### src/rtl/code_capture_fifo_pkg.sv
// Shared definitions for the code capture path: code width and qualifier state encoding.
// Encoding 2'd3 is unused and recovers to ST_IDLE.
package code_capture_fifo_pkg;

    localparam int CODE_W = 3;

    typedef enum logic [1:0] {
        ST_IDLE = 2'd0,
        ST_QUAL = 2'd1,
        ST_HELD = 2'd2
    } qual_state_e;

endpackage

### src/rtl/code_capture_fifo_sync_fifo.sv
// First-word fall-through synchronous FIFO with occupancy level.
// A push into a full FIFO is accepted only when a pop happens on the same edge.
module sync_fifo #(
    parameter int WIDTH = 3,
    parameter int DEPTH = 8
) (
    input  logic                     clk,
    input  logic                     rst,
    input  logic                     push,
    input  logic                     pop,
    input  logic [WIDTH-1:0]         wdata,
    output logic [WIDTH-1:0]         rdata,
    output logic                     empty,
    output logic                     full,
    output logic [$clog2(DEPTH):0]   level
);

    localparam int AW = $clog2(DEPTH);
    localparam logic [AW:0] LVL_FULL = (AW+1)'(DEPTH);

    logic [WIDTH-1:0] mem_q [DEPTH];
    logic [WIDTH-1:0] mem_d [DEPTH];
    logic [AW-1:0]    wr_ptr_q, wr_ptr_d;
    logic [AW-1:0]    rd_ptr_q, rd_ptr_d;
    logic [AW:0]      level_q, level_d;
    logic             wr_en, rd_en;

    assign empty = (level_q == '0);
    assign full  = (level_q == LVL_FULL);
    assign level = level_q;
    assign rdata = empty ? '0 : mem_q[rd_ptr_q];

    assign rd_en = pop && !empty;
    assign wr_en = push && (!full || rd_en);

    always_comb begin
        mem_d    = mem_q;
        wr_ptr_d = wr_ptr_q;
        rd_ptr_d = rd_ptr_q;
        level_d  = level_q + (AW+1)'(wr_en) - (AW+1)'(rd_en);
        if (wr_en) begin
            mem_d[wr_ptr_q] = wdata;
            wr_ptr_d        = wr_ptr_q + AW'(1);
        end
        if (rd_en) begin
            rd_ptr_d = rd_ptr_q + AW'(1);
        end
    end

    // Storage needs no reset: level gates every read.
    always_ff @(posedge clk) begin
        mem_q <= mem_d;
    end

    always_ff @(posedge clk) begin
        if (rst) begin
            wr_ptr_q <= '0;
            rd_ptr_q <= '0;
            level_q  <= '0;
        end else begin
            wr_ptr_q <= wr_ptr_d;
            rd_ptr_q <= rd_ptr_d;
            level_q  <= level_d;
        end
    end

endmodule

### src/rtl/code_capture_fifo.sv
// Stability qualifier for priority-encoder codes feeding a FWFT event FIFO.
// state   | meaning
// IDLE    | no line active, waiting for a press
// QUAL    | counting identical active samples of cand
// HELD    | cand emitted once, counting inactive samples to accept the release
module code_capture_fifo
    import code_capture_fifo_pkg::*;
#(
    parameter int STABLE_CYCLES = 4,
    parameter int DEPTH         = 8
) (
    input  logic                     clk,
    input  logic                     rst,
    input  logic [CODE_W-1:0]        code_in,
    input  logic                     none_in,
    output logic                     out_valid,
    output logic [CODE_W-1:0]        out_code,
    input  logic                     out_ready,
    output logic [$clog2(DEPTH):0]   level,
    output logic                     overflow,
    input  logic                     ovf_clr
);

    localparam int CNT_W = $clog2(STABLE_CYCLES + 1);
    localparam logic [CNT_W-1:0] CNT_LAST = CNT_W'(STABLE_CYCLES);
    localparam logic [CNT_W-1:0] CNT_ONE  = CNT_W'(1);

    qual_state_e       state_q, state_d;
    logic [CODE_W-1:0] cand_q, cand_d;
    logic [CNT_W-1:0]  cnt_q, cnt_d;
    logic              overflow_q, overflow_d;
    logic [CNT_W-1:0]  cnt_inc;
    logic              active, push, pop, drop;
    logic              fifo_empty, fifo_full;

    assign active  = !none_in;
    assign cnt_inc = cnt_q + CNT_ONE;

    always_comb begin
        state_d = state_q;
        cand_d  = cand_q;
        cnt_d   = cnt_q;
        push    = 1'b0;
        case (state_q)
            ST_IDLE: begin
                if (active) begin
                    cand_d = code_in;
                    if (CNT_LAST == CNT_ONE) begin
                        push    = 1'b1;
                        cnt_d   = '0;
                        state_d = ST_HELD;
                    end else begin
                        cnt_d   = CNT_ONE;
                        state_d = ST_QUAL;
                    end
                end
            end
            ST_QUAL: begin
                if (!active) begin
                    cnt_d   = '0;
                    state_d = ST_IDLE;
                end else if (code_in != cand_q) begin
                    cand_d = code_in;
                    cnt_d  = CNT_ONE;
                end else if (cnt_inc == CNT_LAST) begin
                    push    = 1'b1;
                    cnt_d   = '0;
                    state_d = ST_HELD;
                end else begin
                    cnt_d = cnt_inc;
                end
            end
            ST_HELD: begin
                if (active) begin
                    if (code_in == cand_q) begin
                        cnt_d = '0;
                    end else if (CNT_LAST == CNT_ONE) begin
                        // single-sample qualification: a roll-over is already stable
                        cand_d = code_in;
                        push   = 1'b1;
                        cnt_d  = '0;
                    end else begin
                        cand_d  = code_in;
                        cnt_d   = CNT_ONE;
                        state_d = ST_QUAL;
                    end
                end else if (cnt_inc == CNT_LAST) begin
                    cnt_d   = '0;
                    state_d = ST_IDLE;
                end else begin
                    cnt_d = cnt_inc;
                end
            end
            default: begin
                cnt_d   = '0;
                state_d = ST_IDLE;
            end
        endcase
    end

    assign pop  = out_valid && out_ready;
    assign drop = push && fifo_full && !pop;

    always_comb begin
        overflow_d = overflow_q;
        if (drop) begin
            overflow_d = 1'b1;
        end else if (ovf_clr) begin
            overflow_d = 1'b0;
        end
    end

    always_ff @(posedge clk) begin
        if (rst) begin
            state_q    <= ST_IDLE;
            cand_q     <= '0;
            cnt_q      <= '0;
            overflow_q <= 1'b0;
        end else begin
            state_q    <= state_d;
            cand_q     <= cand_d;
            cnt_q      <= cnt_d;
            overflow_q <= overflow_d;
        end
    end

    assign overflow  = overflow_q;
    assign out_valid = !fifo_empty;

    sync_fifo #(
        .WIDTH (CODE_W),
        .DEPTH (DEPTH)
    ) u_fifo (
        .clk   (clk),
        .rst   (rst),
        .push  (push),
        .pop   (pop),
        .wdata (cand_d),
        .rdata (out_code),
        .empty (fifo_empty),
        .full  (fifo_full),
        .level (level)
    );

endmodule

### config.mk
export PLATFORM = sky130hd
export DESIGN_NAME = code_capture_fifo
export DESIGN_NICKNAME = d
export VERILOG_FILES = /design/src/rtl/code_capture_fifo_pkg.sv /design/src/rtl/code_capture_fifo_sync_fifo.sv /design/src/rtl/code_capture_fifo.sv
export SDC_FILE = /design/constraint.sdc
export NUM_CORES = 1
export LEC_CHECK = 0
export CAP_MARGIN = 5
export CORE_MARGIN = 2
export CORE_UTILIZATION = 62
export CTS_CLUSTER_DIAMETER = 120
export DETAILED_ROUTE_END_ITERATION = 7
export GPL_TIMING_DRIVEN = 1
export PLACE_DENSITY_LB_ADDON = 0.3
export REMOVE_ABC_BUFFERS = 1
export SYNTH_ARGS = -nofsm -noshare
export SYNTH_HDL_FRONTEND = slang
export SYNTH_HIERARCHICAL = 1
export SYNTH_SLANG_ARGS = --single-unit
### constraint.sdc
create_clock -name clk -period 5.9 [get_ports clk]
set_input_delay 1.18 -clock clk [delete_from_list [all_inputs] [get_ports clk]]
set_output_delay 1.18 -clock clk [all_outputs]
set_load 0.05 [all_outputs]
==> impl_metrics.py <==
metrics = {
    "synthesis": {
        "synth_xor_area_frac": 0.0204,
        "synth_compound_area_frac": 0.0935,
        "seq_area_frac_synth": 0.514,
        "synth_top_family_by_area": "simple AND/OR/NAND/NOR gates",
        "synth.avg_cell_area_um2": 12.0,
        "ys_warn_count": 6,
        "synth.distinct_cells": 48,
        "ys_ff_latch": 43,
        "synth.cell_area_um2": 2140,
        "synth_mux_area_frac": 0.0993,
        "ys.flop_type": "edfxtp_1",
        "synthAdderAreaFrac": 0.0678,
        "synthCells": 179,
        "synth_edf_count": 24,
        "async_reset_ff_frac": 0,
        "synthSimpleGateAreaFrac": 0.164,
    },
    "die": {
        "boundaryPins": 17,
        "fp.dieW_um": 62.8,
        "die-area_um2": 3940,
        "coreArea_um2": 3340,
        "die_h_um": 62.8,
        "initial_utilization": 0.642,
        "rows": 21,
    },
    "cts": {
        "cts_root_buf": "clkbuf_4",
        "post_cts_buffers": 0,
        "clk_pin_slew_ps": 120,
        "numCtsBuffers": 5,
        "cts-htree-levels": 2,
        "holdBufCountCts": 0,
        "cts_tree": "yes",
        "clk_latency_ps": 350,
        "cts_max_path_buffers": 2,
        "clock_sinks": 43,
        "ctsResizeCount": 0,
    },
    "critical_path": {
        "reg2reg_setup_slack_ps": 2620,
        "cp_max_fo": 10,
        "cp.arrival_ps": 2600,
        "crit_type": "reg -> out",
        "startpoint_type": "flip-flop",
        "required_ps": 4720,
        "endpoint_kind": "primary output",
    },
    "routing": {
        "drtPass1Iterations": 4,
        "ant_nets": 0,
        "drt_iter0_markers": 62,
        "routed_via_density": 5.84,
        "wl_um": 3880,
        "drcViolationCount": 0,
        "vias": 1418,
        "wl_per_cell_um": 15.9,
    },
    "min_path": {
        "holdCritPathClass": "reg -> reg",
    },
    "final_layout": {
        "n_antenna_cell": 0,
        "fillers": 249,
        "regArea_um2": 1100,
        "nNetsFinal": 215,
        "area_delta_synth_final_pct": 11.3,
        "fin_util": 0.715,
        "fin_area_um2": 2380,
        "multi_input_area_um2": 952,
        "drive_above_1_share": 0.132,
    },
    "grt": {
        "grt-ovfl-total": 0,
        "grt_max_degree": 29,
        "grt_pass1_wl_um": 6980,
        "grt_pass1_vias": 1451,
        "antenna_found_initial": 0,
        "grt_use_total": 0.233,
    },
    "place": {
        "io_buffers": 16,
        "post_dp_cell_area_um2": 2330,
        "gp_congestion": 0.809,
        "place_hpwl_um": 2860,
    },
    "timing": {
        "timing.fmax_mhz": 264,
        "final-max-slew-violation-count": 0,
        "finalHoldViolations": 0,
        "relSlewSlack": 0.374,
        "worst_slew_pin_slew_ps": 935,
        "final.period_utilization": 0.641,
        "finalClockSkew_ps": 3.04,
        "layout_min_cycle_time_ps": 3780,
        "setup-tns-final_ps": 0,
        "finalSetupViolations": 0,
        "rsz0062_at_grt": "no",
        "hold_slack_ps": 537,
    },
    "run": {
        "drv_cap": 0,
    },
    "pwr": {
        "ir_drop_uv": 199,
        "power.density_nw_per_um2": 333,
        "p_total_uw": 793,
        "total_leakage_power_uw": 0.000860,
    },
    "outcome": {
        "status": "completed",
    },
}
==> cells by family after synthesis <==
kind of cell | after synthesis
flip-flops | 43
XOR/XNOR | 5
buffers and inverters | 22
adder cells (fa/ha/maj) | 11
AO/OA/AOI/OAI | 29
AND/OR/NAND/NOR | 56
multiplexers | 13
==> final cells by class <==
cell class | instances | area share
timing repair buffer | 16 | 0.0672
clock buffer | 6 | 0.0173
multi-input combinational | 114 | 0.399
clock inverter | 2 | 0.00525
tap | 46 | 0.0241
sequential | 43 | 0.462
inverter | 16 | 0.0252
==> path summary, 6_finish.rpt <==
kind / from / to / depth (start not counted)
worst max-delay path: u_fifo/level[2]$_SDFF_PP0_ / out_code[2] / 6
worst min-delay path: cnt_q[2]$_SDFFE_PP0P_ / cnt_q[2]$_SDFFE_PP0P_ / 2
worst max register to register: u_fifo/level[2]$_SDFF_PP0_ / u_fifo/level[3]$_SDFF_PP0_ / 13
worst min register to register: cnt_q[2]$_SDFFE_PP0P_ / cnt_q[2]$_SDFFE_PP0P_ / 2
==> cells in the final DEF (no fill, tap or decap), types with 2 or more instances in the layout <==
master / n
and2b_1: 2
a21oi_1: 7
nor2_1: 15
a22o_1: 3
nor3_1: 5
o21a_1: 2
mux4_2: 6
nand2b_1: 4
xor2_1: 5
clkdlybuf4s50_1: 16
a31oi_1: 2
clkbuf_4: 5
or3_1: 3
ha_1: 10
o21ai_0: 6
dfxtp_1: 19
inv_1: 16
nor2b_1: 10
edfxtp_1: 24
nand3_1: 2
mux2_2: 6
==> per-stage QoR <==
step	cells	worst slack [ps]
after floorplan	173	2440
after global placement	235	1840
after detailed placement	235	1740
after CTS	243	2110
after global routing	243	1900
final	243	2120
==> metal layers <==
metal	part of all wire	GRT usage
met1	0.44	0.285
met2	0.52	0.401
met3	0.027	0.0432
met4	0.022	0.108
met5	0	0
==> cells in the mapped netlist (all sizes together), types with 2 or more instances <==
library cell  instances  area share
dfxtp                19        0.18
nor3                  5       0.012
or3                   3      0.0088
nand2b                4       0.012
o21ai                 6       0.014
mux2                  6       0.032
o21a                  2      0.0070
inv                  16       0.028
ha                   10       0.058
nor4                  2       0.013
edfxtp               24        0.34
nor2b                10       0.029
and2b                 2      0.0070
nand3                 3      0.0093
buf                   3      0.0082
clkbuf                3      0.0053
nor3b                 2      0.0093
xor2                  5       0.020
a21oi                 7       0.016
a22o                  3       0.012
a31oi                 2      0.0058
nor2                 15       0.026
mux4                  6       0.063
or3b                  2      0.0093
==> flip-flops by register name, summed over array words and instances (netlist names) <==
signal,cells
u_fifo/wr_ptr_q,3
overflow,1
cand_q,3
u_fifo/rd_ptr_q,3
state_q,2
u_fifo/mem_q,24
cnt_q,3
u_fifo/level,4
==> power breakdown <==
group          internal [uW]  total, uW  switching [uW]
combinational            124        298             174
clock                   46.0        139            93.3
sequential               331        356            24.2
==> critical path, cell delays in order, from the launching register on <==
cell and delay, ps:
dfxtp_1 340, inv_1 100, ha_1 180, nor3b_2 520
nor2b_1 180, a22o_1 250, clkdlybuf4s50_1 700
Power figures use the tool's default switching activity.
==> edit (config.mk and constraints unchanged) <==
`CODE_W`: 3 -> 5.
--- a/src/rtl/code_capture_fifo_pkg.sv
+++ b/src/rtl/code_capture_fifo_pkg.sv
@@ -3,5 +3,5 @@
 package code_capture_fifo_pkg;
 
-    localparam int CODE_W = 3;
+    localparam int CODE_W = 5;
 
     typedef enum logic [1:0] {
Ports: changed (resized code_in and out_code); port bits go from 17 to 21. No check against the original RTL was run, so the function may have changed too.
==> edit against the original RTL <==
Cell area rose by 39%; wire length rose by 33%; die area rose by 35%; sequential cell count rose by 18; count of clock-buffer cells in the layout rose by 9; synthesized area rose by 37%; first-iteration DRC count rose by 120%; power rose by 53%; cell count rose by 30%; sequential share of layout area rose by 2.8 points; critical path type unchanged; non-clock buffer count rose by 5; hold slack got worse by 0.023 ns; largest cell class unchanged; setup slack got worse by 0.086 ns.
==> edit: results (changes against the original RTL) <==
| Metric | Value |
|---|---|
| Outcome | completed |
| Leakage power total | 1.15 nW (+34%) |
| Async SR Flop Fraction | 0% (unchanged) |
| Met2 WL post-DR | 2.47 mm (+24%) |
| VDD IR max | 238 uV (+19%) |
| Number of H-tree branching levels | 3 (+1) |
| GR Util met1 | 28.6% (+0.15 points) |
| Maximum fanout along the worst path | 13 (+3) |
| Slew at the pin closest to its max-slew limit | 1.02 ns (+0.0880 ns) |
| Delay contributed by the slowest stage of the critical path | 0.81 ns (+0.11 ns) |
| CTS Buf Count | 9 (+4) |
| Maximum buffer depth of the clock tree | 2 (unchanged) |
| Fraction of synthesized area in multiplexers | 8.77% (-1.2 points) |
| Most instantiated cells after synthesis | 40 x sky130_fd_sc_hd__edfxtp_1, 21 x sky130_fd_sc_hd__dfxtp_1, 17 x sky130_fd_sc_hd__inv_1 |
| Largest Register | u_fifo/mem_q |
| Vias in the first global route | 1,835 (+26%) |
| Half-perimeter wire length after placement | 3.66 mm (+28%) |
| All-layer global routing usage | 22.0% (-1.3 points) |
| Met1 routed wirelength after detailed routing | 2.37 mm (+40%) |
| Share of synthesized area occupied by flip-flops and latches | 55.2% (+3.8 points) |
| Layout net count | 278 (+29%) |
| Synth Area in XOR/XNOR | 1.79% (-0.26 points) |
| Skew-Pair Late Insertion Delay | 0.33 ns (-0.02 ns) |
| Pin count of the biggest net entering global routing | 29 (unchanged) |
| Fraction of layout cells with a size suffix above 1 | 12.3% (-0.94 points) |
| CTS root buf | sky130_fd_sc_hd__clkbuf_8 |
| Total number of yosys warnings | 6 (unchanged) |
| Detailed router's first-iteration violation count | 138 (+120%) |
| Met2 routing resource usage after global routing | 34.3% (-5.7 points) |
| Biggest area contributors in the synthesized netlist | sky130_fd_sc_hd__edfxtp_1 41%, sky130_fd_sc_hd__dfxtp_1 14%, sky130_fd_sc_hd__mux4_2 7.7% |
| Wire length of the first global-routing pass | 8.47 mm (+21%) |
| Hold Crit Class | flop to flop |
| Worst path slowest cell | sky130_fd_sc_hd__dfxtp_1 |
| Data arrival, critical path | 2.69 ns (+0.09 ns) |
| Share of synthesized cell area in full adder, half adder and majority cells | 5.37% (-1.4 points) |
| Number of vias after detailed routing | 1,895 (+34%) |
| Largest register FFs | 40 (+67%) |
| Number of flops mapped to enable cells by yosys | 40 (+67%) |
| Synthesized-area fraction occupied by ao, oa, aoi and oai cells | 10.3% (+0.92 points) |
| PortBufs | 20 (+4) |
| Number of antenna violations at the first check in global routing | 0 (unchanged) |
| Total detailed-routing wirelength | 5.16 mm (+33%) |
| Clock tree skew after final layout | 0.00349 ns (+0.000455 ns) |
| Final GP Congestion | 0.831 (+2.7%) |
| Total met3 wirelength after detailed routing | 210 um (+100%) |
| Clock slew at the register clock pins of the worst setup and hold paths | 0.06 ns (-0.06 ns) |
| Global-route met3 utilization | 6.08% (+1.8 points) |
[edit: per-stage QoR]
stage | power (mW) | instance area [um2] | std cells | hold slack (ns) | worst slack (ns)
3_5_place_dp | 0.896 | 3130 | 299 | 0.495 | 1.76
5_1_grt | 1.27 | 3310 | 315 | 0.563 | 1.86
2_1_floorplan | 0.785 | 2850 | 224 | 0.464 | 2.46
4_1_cts | 1.23 | 3310 | 315 | 0.508 | 1.96
3_3_place_gp | 0.889 | 3130 | 299 | 0.480 | 1.84
6_report | 1.21 | 3310 | 315 | 0.514 | 2.03
[edit: cell type report]
class,instances,area (um2)
Timing Repair Buffer,21,208
Clock buffer,15,176
Fill cell,326,1320
Sequential cell,61,1620
Clock inverter,1,3.75
Inverter,17,63.8
Tap cell,54,67.6
Multi-Input combinational cell,146,1170
[edit: worst max-delay path: cells and delay by family (launching register included)]
family          cells  cell delay (ns)
compound gates      1             0.25
buf+inv             1             0.70
flops               1             0.81
mux                 1             0.60
[edit: cells by family (layout without fill, tap and decap cells)]
logic type      Yosys count  after routing
compound gates           44             44
xor+xnor                  6              6
fa+ha+maj                12             12
buf+inv                  26             54
flops                    61             61
mux                      13             13
simple gates             71             71
[edit: worst paths after layout]
path,slack (ns),startpoint,endpoint,cells after the start
worst max-delay path,2.03,u_fifo/rd_ptr_q[0]$_SDFFE_PP0P_,out_code[1],3
worst min-delay path,0.51,cand_q[4]$_SDFF_PP0_,cand_q[4]$_SDFF_PP0_,2
worst max register to register,2.75,u_fifo/level[2]$_SDFF_PP0_,u_fifo/level[3]$_SDFF_PP0_,14
worst min register to register,0.51,cand_q[4]$_SDFF_PP0_,cand_q[4]$_SDFF_PP0_,2
[edit: report_power, final]
part / switching [mW] / internal, mW
Combinational: 0.216 / 0.157
Clock: 0.147 / 0.186
Sequential: 0.0336 / 0.475
